`src/rtl/dmem_pkg.sv`:
```
// Shared encodings for the data-memory controller: access sizes, FSM states, byte-enable masks.
package dmem_pkg;

    localparam logic [1:0] MEM_BYTE = 2'b00;
    localparam logic [1:0] MEM_HALF = 2'b01;
    localparam logic [1:0] MEM_WORD = 2'b10;

    localparam logic [3:0] BE_BYTE = 4'b0001;
    localparam logic [3:0] BE_HALF = 4'b0011;
    localparam logic [3:0] BE_WORD = 4'b1111;

    typedef enum logic [2:0] {
        IDLE,
        REQ1,
        WAIT1,
        REQ2,
        WAIT2,
        DONE
    } state_t;

    // Size code 2'b11 is folded into a word access.
    function automatic logic [3:0] size_mask(input logic [1:0] size);
        case (size)
            MEM_BYTE: size_mask = BE_BYTE;
            MEM_HALF: size_mask = BE_HALF;
            default:  size_mask = BE_WORD;
        endcase
    endfunction

    function automatic logic [2:0] size_bytes(input logic [1:0] size);
        case (size)
            MEM_BYTE: size_bytes = 3'd1;
            MEM_HALF: size_bytes = 3'd2;
            default:  size_bytes = 3'd4;
        endcase
    endfunction

endpackage

```
`src/rtl/dmem_align.sv`:
```
// Lane steering for both access phases: store shift / byte enables and load extract / extend.
// Purely combinational, zero latency, no flow control.
module dmem_align
    import dmem_pkg::*;
(
    input  logic [1:0]  size_i,
    input  logic        sz_ex_i,
    input  logic [1:0]  off_i,
    input  logic        second_i,
    input  logic [31:0] wdata_i,
    input  logic [31:0] word1_i,
    input  logic [31:0] word2_i,
    output logic [3:0]  be_o,
    output logic [31:0] wdata_o,
    output logic [31:0] rdata_o
);

    logic [5:0]  sh;
    logic [3:0]  mask;
    logic [31:0] ld;

    assign sh   = {1'b0, off_i, 3'b000};
    assign mask = size_mask(size_i);

    always_comb begin
        // The second beat carries whatever spilled past the top lane of the first word.
        if (second_i) begin
            be_o    = mask >> (3'd4 - {1'b0, off_i});
            wdata_o = wdata_i >> (6'd32 - sh);
        end else begin
            be_o    = mask << off_i;
            wdata_o = wdata_i << sh;
        end

        ld = (word1_i >> sh) | (word2_i << (6'd32 - sh));

        case (size_i)
            MEM_BYTE: rdata_o = sz_ex_i ? {{24{ld[7]}}, ld[7:0]}   : {24'd0, ld[7:0]};
            MEM_HALF: rdata_o = sz_ex_i ? {{16{ld[15]}}, ld[15:0]} : {16'd0, ld[15:0]};
            default:  rdata_o = ld;
        endcase
    end

endmodule

```
`src/rtl/dmem_ctrl.sv`:
```
// MEM-stage data-memory controller: req/gnt/rvalid sequencing, stall, aligned/extended load return.
// Word-crossing accesses are split when DMEM_MISALIGN_EN is defined, otherwise trapped via misalign_exc_out.
module dmem_ctrl
    import dmem_pkg::*;
(
    input  logic        clk,
    input  logic        rst_n,
    input  logic        rd_en_in,
    input  logic        wr_en_in,
    input  logic [1:0]  mem_size_in,
    input  logic        sz_ex_in,
    input  logic [31:0] addr_in,
    input  logic [31:0] wdata_in,
    output logic        stall_out,
    output logic [31:0] rdata_out,
    output logic        done_out,
    output logic        misalign_exc_out,
    output logic        mem_req,
    output logic        mem_we,
    output logic [31:0] mem_addr,
    output logic [3:0]  mem_be,
    output logic [31:0] mem_wdata,
    input  logic        mem_gnt,
    input  logic        mem_rvalid,
    input  logic [31:0] mem_rdata
);

    state_t      state_q;
    logic        we_q;
    logic [1:0]  size_q;
    logic        sz_ex_q;
    logic [31:0] addr_q;
    logic [31:0] wdata_q;
    logic [31:0] word1_q;
    logic        split_q;

    logic        mem_req_q;
    logic        mem_we_q;
    logic [31:0] mem_addr_q;
    logic [3:0]  mem_be_q;
    logic [31:0] mem_wdata_q;
    logic        done_q;
    logic        exc_q;
    logic [31:0] rdata_q;

    logic        req_in;
    logic        idle;
    logic        split_in;
    logic        trap_in;
    logic [31:0] addr2;
    logic [3:0]  al_be;
    logic [31:0] al_wdata;
    logic [31:0] al_rdata;

    assign req_in = rd_en_in | wr_en_in;
    assign idle   = (state_q == IDLE);
    assign addr2  = {addr_q[31:2] + 30'd1, 2'b00};

`ifdef DMEM_MISALIGN_EN
    assign split_in = ({1'b0, addr_in[1:0]} + size_bytes(mem_size_in)) > 3'd4;
    assign trap_in  = 1'b0;
`else
    assign split_in = 1'b0;
    assign trap_in  = ((mem_size_in == MEM_HALF) && addr_in[0]) ||
                      (mem_size_in[1] && (addr_in[1:0] != 2'b00));
`endif

    // In IDLE the aligner prepares the first beat from the live inputs; afterwards it
    // works from the latched request to build the second beat and the load result.
    dmem_align u_align (
        .size_i   (idle ? mem_size_in : size_q),
        .sz_ex_i  (idle ? sz_ex_in : sz_ex_q),
        .off_i    (idle ? addr_in[1:0] : addr_q[1:0]),
        .second_i (!idle),
        .wdata_i  (idle ? wdata_in : wdata_q),
        .word1_i  ((state_q == WAIT1) ? mem_rdata : word1_q),
        .word2_i  ((state_q == WAIT2) ? mem_rdata : 32'd0),
        .be_o     (al_be),
        .wdata_o  (al_wdata),
        .rdata_o  (al_rdata)
    );

    always_ff @(posedge clk or negedge rst_n) begin
        if (!rst_n) begin
            state_q     <= IDLE;
            we_q        <= 1'b0;
            size_q      <= 2'b00;
            sz_ex_q     <= 1'b0;
            addr_q      <= 32'd0;
            wdata_q     <= 32'd0;
            word1_q     <= 32'd0;
            split_q     <= 1'b0;
            mem_req_q   <= 1'b0;
            mem_we_q    <= 1'b0;
            mem_addr_q  <= 32'd0;
            mem_be_q    <= 4'd0;
            mem_wdata_q <= 32'd0;
            done_q      <= 1'b0;
            exc_q       <= 1'b0;
            rdata_q     <= 32'd0;
        end else begin
            done_q  <= 1'b0;
            exc_q   <= 1'b0;
            rdata_q <= 32'd0;
            case (state_q)
                IDLE: begin
                    if (req_in) begin
                        we_q    <= wr_en_in;
                        size_q  <= mem_size_in;
                        sz_ex_q <= sz_ex_in;
                        addr_q  <= addr_in;
                        wdata_q <= wdata_in;
                        split_q <= split_in;
                        if (trap_in) begin
                            state_q <= DONE;
                            done_q  <= 1'b1;
                            exc_q   <= 1'b1;
                        end else begin
                            state_q     <= REQ1;
                            mem_req_q   <= 1'b1;
                            mem_we_q    <= wr_en_in;
                            mem_addr_q  <= {addr_in[31:2], 2'b00};
                            mem_be_q    <= al_be;
                            mem_wdata_q <= al_wdata;
                        end
                    end
                end
                REQ1: begin
                    if (mem_gnt) begin
                        if (we_q && split_q) begin
                            state_q     <= REQ2;
                            mem_addr_q  <= addr2;
                            mem_be_q    <= al_be;
                            mem_wdata_q <= al_wdata;
                        end else if (we_q) begin
                            state_q   <= DONE;
                            mem_req_q <= 1'b0;
                            done_q    <= 1'b1;
                        end else begin
                            state_q   <= WAIT1;
                            mem_req_q <= 1'b0;
                        end
                    end
                end
                WAIT1: begin
                    if (mem_rvalid) begin
                        word1_q <= mem_rdata;
                        if (split_q) begin
                            state_q     <= REQ2;
                            mem_req_q   <= 1'b1;
                            mem_addr_q  <= addr2;
                            mem_be_q    <= al_be;
                            mem_wdata_q <= al_wdata;
                        end else begin
                            state_q <= DONE;
                            done_q  <= 1'b1;
                            rdata_q <= al_rdata;
                        end
                    end
                end
                REQ2: begin
                    if (mem_gnt) begin
                        mem_req_q <= 1'b0;
                        if (we_q) begin
                            state_q <= DONE;
                            done_q  <= 1'b1;
                        end else begin
                            state_q <= WAIT2;
                        end
                    end
                end
                WAIT2: begin
                    if (mem_rvalid) begin
                        state_q <= DONE;
                        done_q  <= 1'b1;
                        rdata_q <= al_rdata;
                    end
                end
                DONE:    state_q <= IDLE;
                default: state_q <= IDLE;
            endcase
        end
    end

    assign stall_out        = req_in && (state_q != DONE);
    assign rdata_out        = rdata_q;
    assign done_out         = done_q;
    assign misalign_exc_out = exc_q;
    assign mem_req          = mem_req_q;
    assign mem_we           = mem_we_q;
    assign mem_addr         = mem_addr_q;
    assign mem_be           = mem_be_q;
    assign mem_wdata        = mem_wdata_q;

endmodule

```
`config.mk`:
```
export PLATFORM = sky130hd
export DESIGN_NAME = dmem_ctrl
export DESIGN_NICKNAME = d
export VERILOG_FILES = /design/src/rtl/dmem_pkg.sv /design/src/rtl/dmem_align.sv /design/src/rtl/dmem_ctrl.sv
export SDC_FILE = /design/constraint.sdc
export NUM_CORES = 1
export LEC_CHECK = 0
export CAP_MARGIN = 0
export CORE_ASPECT_RATIO = 0.75
export CORE_MARGIN = 5
export CORE_UTILIZATION = 56
export CTS_CLUSTER_DIAMETER = 50
export DETAILED_ROUTE_END_ITERATION = 8
export GPL_TIMING_DRIVEN = 0
export PLACE_DENSITY = 0.9
export SYNTH_ARGS = -nofsm -noshare
export SYNTH_HDL_FRONTEND = slang
export SYNTH_HIERARCHICAL = 1
export SYNTH_SLANG_ARGS = --single-unit
```
`constraint.sdc`:
```
create_clock -name clk -period 6.5 [get_ports clk]
set_clock_uncertainty 0.15 [all_clocks]
set_input_delay 0.65 -clock clk [delete_from_list [all_inputs] [get_ports clk]]
set_output_delay 0.65 -clock clk [all_outputs]
set_load 0.1 [all_outputs]
```
==> results of run 1 <==
## kinds of logic after synthesis
family / Yosys count
multiplexers: 202
flip-flops: 175
adder cells (fa/ha/maj): 1
XOR/XNOR: 1
AO/OA/AOI/OAI: 177
other: 1
AND/OR/NAND/NOR: 388
buffers and inverters: 86
## per-stage QoR
step | area, um2 | std cells
floorplan | 9920 | 1032
global placement | 12300 | 1481
detailed placement | 12300 | 1482
CTS | 12900 | 1514
global route | 12900 | 1514
finish | 13000 | 1515
## flip-flops by register name (all words and copies together) (netlist names)
signal / flops
state_q: 3
mem_we: 1
word1_q: 32
sz_ex_q: 1
done_out: 1
mem_req: 1
mem_be: 4
addr_q: 2
mem_addr: 30
we_q: 1
wdata_q: 32
mem_wdata: 32
rdata_out: 32
size_q: 2
misalign_exc_out: 1
## per-layer routing
metal / up-vias / wire length, um / global-route usage
met5: - / 0 / 0
met4: 0 / 752 / 0.0873
met3: 76 / 4610 / 0.124
met2: 637 / 14200 / 0.462
met1: 4447 / 13900 / 0.476
li1: 4033 / - / -
## final timing paths
path	slack (ns)	endpoint	cells after the start	from
hold reg to reg	0.33	wdata_q[11]	2	wdata_q[11]
setup reg to reg	1.25	rdata_out[26]	18	state_q[0]
hold / removal	-0.005	mem_wdata[24]	1	rst_n
min in group clk	0.33	wdata_q[11]	2	wdata_q[11]
setup / recovery	1.25	rdata_out[26]	18	state_q[0]
max in group asynchronous	5.28	word1_q[15]	2	rst_n
## layout by cell type, fill, tap and decap left out, types with 7 or more instances in the layout
master	Yosys	layout
nand2_1	237	237
clkdlybuf4s50_1	0	206
dfrtp_1	175	175
mux2_2	105	105
and2_1	65	65
nor2_1	64	64
mux2i_1	56	56
a21oi_1	50	50
o21ai_0	42	42
mux2_1	40	40
clkbuf_1	30	30
buf_2	28	28
a221o_1	18	18
clkbuf_16	0	17
a22oi_1	15	15
buf_4	12	12
o2bb2ai_1	9	9
a2111oi_0	8	8
inv_1	7	7
## Yosys cell counts, types with 3 or more instances
| cell type | instances | area, um2 |
|---|---|---|
| nand2_1 | 237 | 890 |
| dfrtp_1 | 175 | 4380 |
| mux2_2 | 105 | 1180 |
| and2_1 | 65 | 407 |
| nor2_1 | 64 | 240 |
| mux2i_1 | 56 | 561 |
| a21oi_1 | 50 | 250 |
| o21ai_0 | 42 | 210 |
| mux2_1 | 40 | 450 |
| clkbuf_1 | 30 | 113 |
| buf_2 | 28 | 140 |
| a221o_1 | 18 | 180 |
| a22oi_1 | 15 | 113 |
| buf_4 | 12 | 90.1 |
| o2bb2ai_1 | 9 | 78.8 |
| a2111oi_0 | 8 | 70.1 |
| inv_1 | 7 | 26.3 |
| buf_1 | 6 | 22.5 |
| o22ai_1 | 6 | 37.5 |
| a221oi_1 | 5 | 43.8 |
| a211oi_1 | 4 | 30.0 |
| a32oi_1 | 4 | 35.0 |
| nor3_1 | 4 | 20.0 |
| and3_1 | 3 | 18.8 |
## worst max-delay path, delay by kind of cell, from the launching register on
family / cells / cell delay (ns)
flip-flops: 1 / 0.39
buffers and inverters: 9 / 2.25
AND/OR/NAND/NOR: 6 / 0.93
adder cells (fa/ha/maj): 1 / 0.31
AO/OA/AOI/OAI: 2 / 1.10
## area by class of cell
class,count,area [um2]
Clock inverter,15,196
Buffer,77,377
Sequential cell,175,4380
Clock buffer,17,425
Inverter,9,33.8
Fill cell,1213,4550
Multi-Input combinational cell,771,5130
Antenna cell,1,2.50
Timing Repair Buffer,208,2100
Tap cell,242,303
==> impl_results.md, run 1 <==
* Warning count from the yosys run at 6
* Synth Flop Type: dfrtp_1
* Clk_lat worst skew at between 0.4 and 0.5 ns
* Drt drc at 0
* Die X at around 160 um
* Layout cells sized above 1 at 0.149
* First-pass DRT Iterations at 8
* Clk sinks at 175
* Total GRT Usage at 0.328
* Slew HR at 0.231
* Setup Viol. Count Final at 0
* CTS tree: built
* CP Cell Sequence: buf_2 > nor3_4 > inv_2 > clkbuf_1 > nand2_1 > nand2_1 > buf_2 > inv_1 > buf_2 > buf_1 > ha_1 > buf_2 > nand2b_1 > clkbuf_1 > nor2_1 > a2111oi_0 > a21oi_1 > and2_1
* Tcrit/Tclk final at 0.808
* CTS max path bufs at 2
* Pin count of the biggest net entering global routing at between 100 and 150
* Cts repair resizes at 0
* Maxcap violations at 0
* Post-route ant nets at 0
* Total core area at ~0.017 mm2
* Synth cell types at between 50 and 60
* DR WL/cell at between 20 and 25 um
* Post-synthesis mux area share at 0.223
* Total number of vias at between 9000 and 10000
* Grt ovf at 0
* Nets at ~1400
* DRT iter0 DRCs at ~1200
* Via/cell ratio at just over 6
* Largest family of logic cells by synthesized area: multiplexers
* Final Max Tran Viols at 0
* Final Hold Viols at 4
* Setup ws final at 1.25 ns
* Cells after synthesis at 1031
* CP most frequent cell: buf_2
* Final Wtd Congestion at about 1
* Cell Area, Synth at slightly below 0.01 mm2
* Setup bufs post-CTS at 0
* Post-synthesis average cell area at 9.62 um2
* Antenna violations before repair at 0
* Slowest cell delay on critical path at around 1 ns
* Failing checks: negative hold slack
* Depth of the CTS H-tree at 4
* Compound-gate portion of the synthesized area at 0.121
* Total CTS buffers at 17
* Fmax at between 0.15 and 0.2 GHz
* Clk slew on worst S/H paths at approximately 0.070 ns
* WL final at about 33000 um
* Initial Utilization at 0.567
* Critical path endpoint category: flop
* Die height at between 100 and 150 um
* Minimum clock period at around 5.3 ns
* Startpoint types: flop
* Simple-gate portion of the synthesized area at 0.171
* # hold bufs at CTS at 0
* Hpwl dp at roughly 25000 um
* Critical-path top delay cell: a2111oi_0
* Status: finished with violations
* Number of flops mapped to enable cells by yosys at 0
* Post-Route Setup TNS at 0 ns
* Number of global-route vias before repair at about 9000
* # rows at 42
* Port Buf Inserts at 207
* Post-synthesis sequential area ratio at 0.442
* Post-synthesis xor/xnor area fraction at 0.000883
* Crit path required time at around 6.7 ns
* Crit path max fanout at 10
* CTS root buf: clkbuf_16
* Io pins at 210
* Dpl ws at roughly 1.7 ns
* Worst slew pin tran at around 1.1 ns
* Final core occ at 0.740
* Area Overhead vs Synth at 30.6%
* Min Hold Slack at -0.00507 ns
* Setup Crit Path Kind: reg2reg
* CP arrival at approximately 5.4 ns
* Worst Hold Class: in2async
* RSZ-0062 raised after global routing: no
* DIE AREA at slightly above 0.02 mm2
* Share of synthesized registers carrying an async set or reset at 1.00
* Synth Register Bits at around 180
* First-pass GRT wire length at 52000 um
* Synth Area in Adders at 0.00126
Power of run 1 is left out: the tool's default activity adds up to more than one toggle a clock period on the data nets, which glitch-free logic cannot reach.
==> inputs of run 2 (changes only) <==
- CORE_UTILIZATION: 56 -> 52
- PLACE_DENSITY: 0.9 -> 0.84
- clock period: 6.5 -> 5.3 ns (I/O delays scaled with it)
==> run 2 against run 1 <==
- the run now ends clean
- global-route usage is 3.1 points lower
- via count is 1.8% lower
- fmax is 3.6% higher
- sequential share of layout area is 0.078 points higher
- final cell count is 0.40% higher
- critical endpoint is now rdata_out[25]
- highest routed layer unchanged
==> impl_results.md, run 2 (synthesis results as in run 1) <==
* Status: complete, no violations
* Total CTS buffers at 17
* Clk slew on worst S/H paths at roughly 0.070 ns
* Total number of vias at ~9000
* Final Max Tran Viols at 0
* Depth of the CTS H-tree at 4
* Die height at about 130 um
* Crit path max fanout at 10
* Post-route ant nets at 0
* Tcrit/Tclk final at 0.956
* Post-Layout Cell Count at about 1500
* Busiest grt layer: met1
* # hold bufs at CTS at 1
* DIE AREA at around 0.022 mm2
* Met1 Usage GRT at 0.436
* Fmax at 0.197 GHz
* Worst r2r src: state_q[0]
* DR WL/cell at between 20 and 25 um
* Setup bufs post-CTS at 0
* Commonest non-fill, non-tap cells in the layout: 237 x nand2_1, 206 x clkdlybuf4s50_1, 175 x dfrtp_1
* CP most frequent cell: buf_2
* Setup Viol. Count Final at 0
* Clk_lat worst skew at between 0.4 and 0.5 ns
* Via/cell ratio at a little under 6
* Initial Utilization at 0.533
* Setup Crit Path Kind: reg2reg
* Crit path required time at approximately 5.5 ns
* Minimum clock period at approximately 5 ns
* Leading cell type in the layout, fill and taps excluded: nand2_1
* DRT iter0 DRCs at between 1000 and 1500
* Slowest cell delay on critical path at 0.92 ns
* CTS root buf: clkbuf_16
* Clk sinks at around 180
* Slew HR at 0.293
* RSZ-0062 raised after global routing: no
* Nets at 1366
* Total core area at roughly 0.019 mm2
* Met3 usage at 0.102
* Antenna violations before repair at 0
* First-pass GRT wire length at between 50000 and 60000 um
* Critical-path top delay cell: a2111oi_0
* WHS Endpoint: wdata_q[20]
* CTS max path bufs at 2
* Hpwl dp at 24000 um
* Final Wtd Congestion at ~1
* Final Hold Viols at 0
* Critical path endpoint category: flop
* Maxcap violations at 0
* Die X at 169 um
* Layout cells sized above 1 at 0.149
* Hold Path Cell Cnt at 2
* Number of global-route vias before repair at between 8000 and 9000
* GRT met2 Usage at 0.423
* Cts repair resizes at 0
* Io pins at 210
* Top delay family on crit path: buffers and inverters
* Grt ovf at 0
* WL final at ~32000 um
* Area Overhead vs Synth at 30.3%
* Source of the worst hold timing path: wdata_q[20]
* CP arrival at 5.24 ns
* DP Cell Count at roughly 1500
* Drt drc at 0
* Reg-to-Reg End: rdata_out[25]
* CP Cell Sequence: buf_2 > nor3_4 > inv_2 > clkbuf_1 > nand2_1 > nand2_1 > buf_2 > inv_1 > buf_2 > buf_1 > ha_1 > buf_2 > nand2b_1 > clkbuf_1 > nor2_1 > a2111oi_0 > a21oi_1 > and2_1
* Pin count of the biggest net entering global routing at 112
* WP buf/inv at 9
* Worst slew pin tran at ~1.0 ns
* Min Hold Slack at ~0.33 ns
* R2r setup slk at 0.23 ns
* Startpoint types: flop
* Port Buf Inserts at between 200 and 250
* CTS tree: built
* Worst Hold Class: reg2reg
* Total GRT Usage at 0.296
* # rows at 43
* R2R cell count at 18
* First-pass DRT Iterations at 5
## run 2: cell types whose count changed in the layout (fill, tap and decap cells not counted), sizes merged
cell         previous run  this run
bufinv                  2         0
dlygate4sd3             0         1
clkinvlp                1         3
## run 2: metal layers
layer	up-vias	wire, um
li1	4029	-
met1	4385	13900
met2	563	13700
met3	49	4270
met4	0	473
met5	-	0
## run 2: worst max path at each step
stage                     cells past startpoint  slack [ns]       endpoint  startpoint
after floorplan                              17        1.46   mem_wdata[3]  state_q[0]
after global placement                        1       -3.70    word1_q[25]       rst_n
after detailed placement                     18        0.54  rdata_out[31]  state_q[0]
after CTS                                    18        0.52  rdata_out[25]  state_q[0]
after global routing                         18        0.06  rdata_out[31]  state_q[0]
final                                        18        0.23  rdata_out[25]  state_q[0]
## run 2: layout make-up
class	instances	area, um2
Buffer	77	377
Tap cell	247	309
Inverter	9	33.8
Sequential cell	175	4380
Clock buffer	17	425
Clock inverter	15	150
Fill cell	1440	5690
Timing Repair Buffer	209	2110
Multi-Input combinational cell	771	5130
Antenna cell	1	2.50
## run 2: per-stage QoR
step | setup WS, ns | TNS, ns | utilization | instance area [um2]
final | 0.232 | 0 | 0.694 | 12900
after global routing | 0.0587 | 0 | 0.694 | 12900
after CTS | 0.519 | 0 | 0.694 | 12900
after detailed placement | 0.541 | 0 | 0.663 | 12300
after global placement | -3.70 | -643.35 | 0.661 | 12300
after floorplan | 1.46 | 0 | - | 9920
## run 2: worst register-to-register path: cells and delay by family (launching register included)
kind | cells | cell delay [ns]
adder cells (fa/ha/maj) | 1 | 0.32
AND/OR/NAND/NOR | 6 | 0.94
AO/OA/AOI/OAI | 2 | 1.03
flip-flops | 1 | 0.39
buffers and inverters | 9 | 2.16
Power of run 2 is left out for the same reason.
